### src/rtl/ultrasonic_ranger.sv
// HC-SR04 style ranger: periodic trigger, echo timing, cm conversion and
// a confirm-count hysteresis that drives the obstacle-present stop flag.
module ultrasonic_ranger #(
    parameter int TRIG_CYCLES    = 1000,
    parameter int PERIOD_CYCLES  = 6000000,
    parameter int TIMEOUT_CYCLES = 3000000,
    parameter int CM_DIV         = 5800,
    parameter int STOP_CM        = 10,
    parameter int CLEAR_CM       = 15,
    parameter int CONFIRM        = 3
) (
    input  logic       clk,
    input  logic       rst,
    input  logic       echo,
    output logic       trig,
    output logic [8:0] distance_cm,
    output logic       dist_valid,
    output logic       timeout,
    output logic       stop
);

    localparam int PER_W = (PERIOD_CYCLES  > 1) ? $clog2(PERIOD_CYCLES)  : 1;
    localparam int TRG_W = (TRIG_CYCLES    > 1) ? $clog2(TRIG_CYCLES)    : 1;
    localparam int TMO_W = (TIMEOUT_CYCLES > 1) ? $clog2(TIMEOUT_CYCLES) : 1;
    localparam int SUB_W = (CM_DIV         > 1) ? $clog2(CM_DIV)         : 1;
    localparam int CNF_W = $clog2(CONFIRM + 1);

    localparam logic [PER_W-1:0] PER_LAST = PER_W'(PERIOD_CYCLES - 1);
    localparam logic [TRG_W-1:0] TRG_LAST = TRG_W'(TRIG_CYCLES - 1);
    localparam logic [TMO_W-1:0] TMO_LAST = TMO_W'(TIMEOUT_CYCLES - 1);
    localparam logic [SUB_W-1:0] SUB_LAST = SUB_W'(CM_DIV - 1);
    localparam logic [CNF_W-1:0] CNF_MAX  = CNF_W'(CONFIRM);
    localparam logic [8:0]       CM_MAX   = 9'd511;
    localparam logic [8:0]       STOP_T   = 9'(STOP_CM);
    localparam logic [8:0]       CLEAR_T  = 9'(CLEAR_CM);

    typedef enum logic [2:0] {
        IDLE,
        TRIG,
        WAIT_RISE,
        MEASURE,
        DONE
    } state_t;

    function automatic logic [8:0] cm_sat_inc(input logic [8:0] v);
        return (v == CM_MAX) ? v : v + 9'd1;
    endfunction

    function automatic logic [CNF_W-1:0] cnf_sat_inc(input logic [CNF_W-1:0] v);
        return (v >= CNF_MAX) ? CNF_MAX : v + CNF_W'(1);
    endfunction

    state_t           state_q, state_d;
    logic             echo_meta_q, echo_meta_d;
    logic             echo_sync_q, echo_sync_d;
    logic             echo_prev_q, echo_prev_d;
    logic [PER_W-1:0] per_cnt_q, per_cnt_d;
    logic [TRG_W-1:0] trg_cnt_q, trg_cnt_d;
    logic [TMO_W-1:0] tmo_cnt_q, tmo_cnt_d;
    logic [SUB_W-1:0] sub_cnt_q, sub_cnt_d;
    logic [8:0]       cm_cnt_q, cm_cnt_d;
    logic [8:0]       res_cm_q, res_cm_d;
    logic             res_tmo_q, res_tmo_d;
    logic [CNF_W-1:0] near_cnt_q, near_cnt_d;
    logic [CNF_W-1:0] far_cnt_q, far_cnt_d;
    logic             trig_q, trig_d;
    logic [8:0]       distance_q, distance_d;
    logic             dist_valid_q, dist_valid_d;
    logic             timeout_q, timeout_d;
    logic             stop_q, stop_d;

    logic             echo_rise, echo_fall;
    logic [SUB_W-1:0] sub_nxt;
    logic [8:0]       cm_nxt;
    logic [CNF_W-1:0] near_nxt, far_nxt;
    logic             is_near, is_far;

    assign echo_rise = echo_sync_q & ~echo_prev_q;
    assign echo_fall = ~echo_sync_q & echo_prev_q;

    always_comb begin
        state_d      = state_q;
        echo_meta_d  = echo;
        echo_sync_d  = echo_meta_q;
        echo_prev_d  = echo_sync_q;
        per_cnt_d    = (per_cnt_q == PER_LAST) ? '0 : per_cnt_q + PER_W'(1);
        trg_cnt_d    = trg_cnt_q;
        tmo_cnt_d    = tmo_cnt_q;
        sub_cnt_d    = sub_cnt_q;
        cm_cnt_d     = cm_cnt_q;
        res_cm_d     = res_cm_q;
        res_tmo_d    = res_tmo_q;
        near_cnt_d   = near_cnt_q;
        far_cnt_d    = far_cnt_q;
        trig_d       = trig_q;
        distance_d   = distance_q;
        dist_valid_d = 1'b0;
        timeout_d    = timeout_q;
        stop_d       = stop_q;

        // Tick of the echo-high timer, including the current MEASURE cycle
        if (sub_cnt_q == SUB_LAST) begin
            sub_nxt = '0;
            cm_nxt  = cm_sat_inc(cm_cnt_q);
        end else begin
            sub_nxt = sub_cnt_q + SUB_W'(1);
            cm_nxt  = cm_cnt_q;
        end

        is_near  = !res_tmo_q && (res_cm_q <= STOP_T);
        is_far   = res_tmo_q || (res_cm_q >= CLEAR_T);
        near_nxt = cnf_sat_inc(near_cnt_q);
        far_nxt  = cnf_sat_inc(far_cnt_q);

        case (state_q)
            IDLE: begin
                trig_d = 1'b0;
                if (per_cnt_q == PER_LAST) begin
                    state_d   = TRIG;
                    trig_d    = 1'b1;
                    trg_cnt_d = '0;
                    per_cnt_d = '0;
                end
            end
            TRIG: begin
                if (trg_cnt_q == TRG_LAST) begin
                    state_d   = WAIT_RISE;
                    trig_d    = 1'b0;
                    tmo_cnt_d = '0;
                end else begin
                    trg_cnt_d = trg_cnt_q + TRG_W'(1);
                end
            end
            WAIT_RISE: begin
                if (echo_rise) begin
                    state_d   = MEASURE;
                    sub_cnt_d = '0;
                    cm_cnt_d  = '0;
                    tmo_cnt_d = '0;
                end else if (tmo_cnt_q == TMO_LAST) begin
                    state_d   = DONE;
                    res_cm_d  = CM_MAX;
                    res_tmo_d = 1'b1;
                end else begin
                    tmo_cnt_d = tmo_cnt_q + TMO_W'(1);
                end
            end
            MEASURE: begin
                sub_cnt_d = sub_nxt;
                cm_cnt_d  = cm_nxt;
                if (echo_fall) begin
                    state_d   = DONE;
                    res_cm_d  = cm_nxt;
                    res_tmo_d = 1'b0;
                end else if (tmo_cnt_q == TMO_LAST) begin
                    state_d   = DONE;
                    res_cm_d  = CM_MAX;
                    res_tmo_d = 1'b1;
                end else begin
                    tmo_cnt_d = tmo_cnt_q + TMO_W'(1);
                end
            end
            DONE: begin
                state_d      = IDLE;
                distance_d   = res_cm_q;
                timeout_d    = res_tmo_q;
                dist_valid_d = 1'b1;
                // In-band readings clear both counts so confirmation must be consecutive
                if (is_near) begin
                    near_cnt_d = near_nxt;
                    far_cnt_d  = '0;
                    if (near_nxt == CNF_MAX) stop_d = 1'b1;
                end else if (is_far) begin
                    far_cnt_d  = far_nxt;
                    near_cnt_d = '0;
                    if (far_nxt == CNF_MAX) stop_d = 1'b0;
                end else begin
                    near_cnt_d = '0;
                    far_cnt_d  = '0;
                end
            end
            default: begin
                state_d = IDLE;
                trig_d  = 1'b0;
            end
        endcase
    end

    always_ff @(posedge clk or posedge rst) begin
        if (rst) begin
            state_q      <= IDLE;
            echo_meta_q  <= 1'b0;
            echo_sync_q  <= 1'b0;
            echo_prev_q  <= 1'b0;
            per_cnt_q    <= '0;
            trg_cnt_q    <= '0;
            tmo_cnt_q    <= '0;
            sub_cnt_q    <= '0;
            cm_cnt_q     <= '0;
            res_cm_q     <= CM_MAX;
            res_tmo_q    <= 1'b0;
            near_cnt_q   <= '0;
            far_cnt_q    <= '0;
            trig_q       <= 1'b0;
            distance_q   <= CM_MAX;
            dist_valid_q <= 1'b0;
            timeout_q    <= 1'b0;
            stop_q       <= 1'b0;
        end else begin
            state_q      <= state_d;
            echo_meta_q  <= echo_meta_d;
            echo_sync_q  <= echo_sync_d;
            echo_prev_q  <= echo_prev_d;
            per_cnt_q    <= per_cnt_d;
            trg_cnt_q    <= trg_cnt_d;
            tmo_cnt_q    <= tmo_cnt_d;
            sub_cnt_q    <= sub_cnt_d;
            cm_cnt_q     <= cm_cnt_d;
            res_cm_q     <= res_cm_d;
            res_tmo_q    <= res_tmo_d;
            near_cnt_q   <= near_cnt_d;
            far_cnt_q    <= far_cnt_d;
            trig_q       <= trig_d;
            distance_q   <= distance_d;
            dist_valid_q <= dist_valid_d;
            timeout_q    <= timeout_d;
            stop_q       <= stop_d;
        end
    end

    assign trig        = trig_q;
    assign distance_cm = distance_q;
    assign dist_valid  = dist_valid_q;
    assign timeout     = timeout_q;
    assign stop        = stop_q;

endmodule

### config.mk
export PLATFORM = sky130hd
export DESIGN_NAME = ultrasonic_ranger
export DESIGN_NICKNAME = d
export VERILOG_FILES = /design/src/rtl/ultrasonic_ranger.sv
export SDC_FILE = /design/constraint.sdc
export NUM_CORES = 1
export LEC_CHECK = 0
export ABC_AREA = 1
export CORE_MARGIN = 5
export CORE_UTILIZATION = 56
export CTS_CLUSTER_SIZE = 30
export DETAILED_ROUTE_END_ITERATION = 10
export PLACE_DENSITY = 0.76
export SLEW_MARGIN = 20
export SYNTH_ARGS = -nofsm -noshare
export SYNTH_HDL_FRONTEND = slang
export SYNTH_SLANG_ARGS = --single-unit
### constraint.sdc
create_clock -name clk -period 3.75 [get_ports clk]
set_clock_uncertainty 0.2 [all_clocks]
set_input_delay 0.75 -clock clk [delete_from_list [all_inputs] [get_ports clk]]
set_output_delay 0.75 -clock clk [all_outputs]
set_load 0.02 [all_outputs]
==> metrics.yaml <==
setup_path:
  path_max_fanout: 14
  crit_type: "reg -> reg"
  start_kind: "register"
  crit_path_end_kind: "register"
  cp_data_arrival_time_ps: 2580
  crit_required_ps: 3850
yosys:
  netlist.area_leader.share_pct: 36.2
  synth-seq-cells: 110
  synth-seq-area-share_pct: 43.7
  synth_cell_types: 38
  avgSynthCellArea_sq_um: 7.06
  syn_area_sq_um: 6360
  yosysMostFrequentCell: "nand2_1"
  synthCells: 900
  synth_edf_count: 0
  syn_nets: 908
  synth.largest_area_cell: "dfrtp_1"
  yosys_warnings: 0
  synthTopCellsByCount: "255 x nand2_1, 130 x inv_1, 123 x nor2_1, 99 x nand3_1, 92 x dfrtp_1"
  synth_area_leaders: "dfrtp_1 36%, nand2_1 15%, nand3_1 7.8%"
  synth_top_flop_cell: "dfrtp_1"
  async_flop_share_pct: 100
timing:
  slew_headroom_pct: 46.4
  period_minus_slack_ps: 2470
  setup_tns_ps: 0
  timing.final.crit_share_pct: 65.9
  rsz0062_at_grt: "false"
  finalSetupViolations: 0
  clock.fmax_mhz: 405
  hold_viol_final: 0
  worstMarginPinSlew_ps: 802
  slew_violations: 0
global_routing:
  grt_max_degree: 42
  met1_usage_pct: 29.0
  busiest_layer: "met2"
  first_global_vias: 4991
  grt_usage_pct: 21.0
  grt_overflow_total: 0
  grt_use_met2_pct: 34.0
  grtUsageMet3_pct: 3.89
  grt_pass1_wl_um: 23000
  antenna_found_initial: 0
power_and_ir_drop:
  powerDensity_nw_per_um2: 314
  power_uw: 2180
  ir_worst_vdd_mv: 0.363
  p_leak_uw: 0.00338
cts:
  clockBufferDepth: 2
  path_clk_slew_ps: 70
  clock_sink_count: 110
  cts-root-buf: "clkbuf_16"
  numCtsBuffers: 9
  cts.repair.resized: 0
  post-cts-setup-buffer-count: 0
  cts_tree: "yes"
  clk_latency_ps: 350
  h-tree-depth: 3
  postCtsHoldBufs: 0
die:
  rows: 39
  die_h_um: 117
  io_pins: 16
  core_area_sq_um: 11300
  dieArea_sq_um: 13600
  initial_core_util_pct: 56.4
  die_w_um: 117
drt:
  ant_nets: 0
  dr.pass1.iters: 5
  wl_per_cell_um: 12.6
  vias: 5496
  drt_iter0_drc: 493
  viasPerCell: 5.18
  route.detailed.drc: 0
  routed_wl_um: 13400
placed_design:
  dp.cells: 1044
  place.gp.congestion: 0.881
  port_buffers: 15
  dpl.hpwl_um: 9740
min_path:
  hp-class: "reg -> reg"
layout:
  diodes: 0
  areaGrowthSynthToFinish_pct: 9.41
  layout.cells.non_filler: 1060
  post-route-util_pct: 61.7
  drive_above_1_share_pct: 5.45
  final_nets: 920
flow_run:
  maxCapViolCount: 0
outcome:
  status: "completed"
## report_power, final
| group | leakage [uW] | internal [uW] | switching [uW] | total [uW] |
|---|---|---|---|---|
| Combinational | 0.00178 | 6.62 | 25.5 | 32.1 |
| Clock | 0.000151 | 531 | 429 | 960 |
| Sequential | 0.00145 | 1190 | 0.766 | 1190 |
| Total | 0.00338 | 1730 | 455 | 2180 |
## registers in the layout (all words and copies together), names as in the netlist
register / cells
state_q: 3
distance_cm: 9
tmo_cnt_q: 22
timeout: 1
sub_cnt_q: 13
echo_prev_d: 1
far_cnt_q: 2
echo_meta_q: 1
echo_prev_q: 1
stop: 1
near_cnt_q: 2
per_cnt_q: 23
dist_valid: 1
cm_cnt_q: 9
trg_cnt_q: 10
res_cm_q: 9
res_tmo_q: 1
trig: 1
## worst max-delay path, cell delays in order, from the launching register on
cell and delay, ps:
dfrtp_1 410, ha_1 250, nand3_1 140, nor2_1 200
nand3_1 450, or2_1 520, nand3_1 130, nand2_1 60
inv_1 50
## cell families (layout without fill, tap and decap cells)
family	after synthesis	after routing	share of synthesized area, %
adders and majority gates	5	5	0.984
DFF	110	110	43.7
xor gates and xnor gates	27	27	3.72
buffers and inverters	152	169	9.39
and+or+nand+nor	542	542	36.6
AOI/OAI and AO/OA	64	64	5.67
## layout by cell type, fill, tap and decap left out, types with 3 or more instances in the layout
cell type,n
dfstp_2,18
xor2_1,22
nor3_1,23
xnor2_1,5
nor2_1,123
dfrtp_1,92
o22ai_1,9
clkdlybuf4s50_1,15
ha_1,5
clkinv_1,3
inv_1,129
nand2_1,255
clkbuf_16,10
o21ai_0,38
a21oi_1,8
nand3_1,99
nand4_1,25
nand2_2,4
## final cells by class
type                       count  area, sq um
clock inverter                 3         22.5
fill                        1011         4320
tap                          143          179
multi-input combinational    638         2980
inverter                     134          507
sequential                   110         2780
clock buffer                  13          282
timing repair buffer          19          205
## metrics by stage
| stage | area [sq um] | hold WS (ps) | worst slack [ps] |
|---|---|---|---|
| finish | 6950 | 155 | 1280 |
| detailed placement | 6650 | 140 | 1310 |
| global route | 6950 | 168 | 1040 |
| global placement | 6650 | 133 | 1360 |
| floorplan | 6360 | 131 | 1490 |
| CTS | 6950 | 156 | 1270 |
## metal layers
layer	part of all wire [%]	up-vias
met1	49	2522
met4	1.1	0
met5	0	-
li1	-	2875
met2	47	86
met3	3.7	13
## final timing paths
check	start	slack (ps)	to	cells past startpoint
worst min register to register	echo_meta_q$_DFF_PP0_	150	echo_prev_d$_DFF_PP0_	0
worst max register to register	tmo_cnt_q[0]$_DFFE_PP0P_	1280	res_cm_q[3]$_DFFE_PP1P_	8
max in group asynchronous	rst	1970	res_cm_q[7]$_DFFE_PP1P_	3
min in group asynchronous	rst	690	stop$_DFFE_PP0P_	2
worst max-delay path	tmo_cnt_q[0]$_DFFE_PP0P_	1280	res_cm_q[3]$_DFFE_PP1P_	8
worst min-delay path	echo_meta_q$_DFF_PP0_	150	echo_prev_d$_DFF_PP0_	0
(Power assumes the default switching activity.)
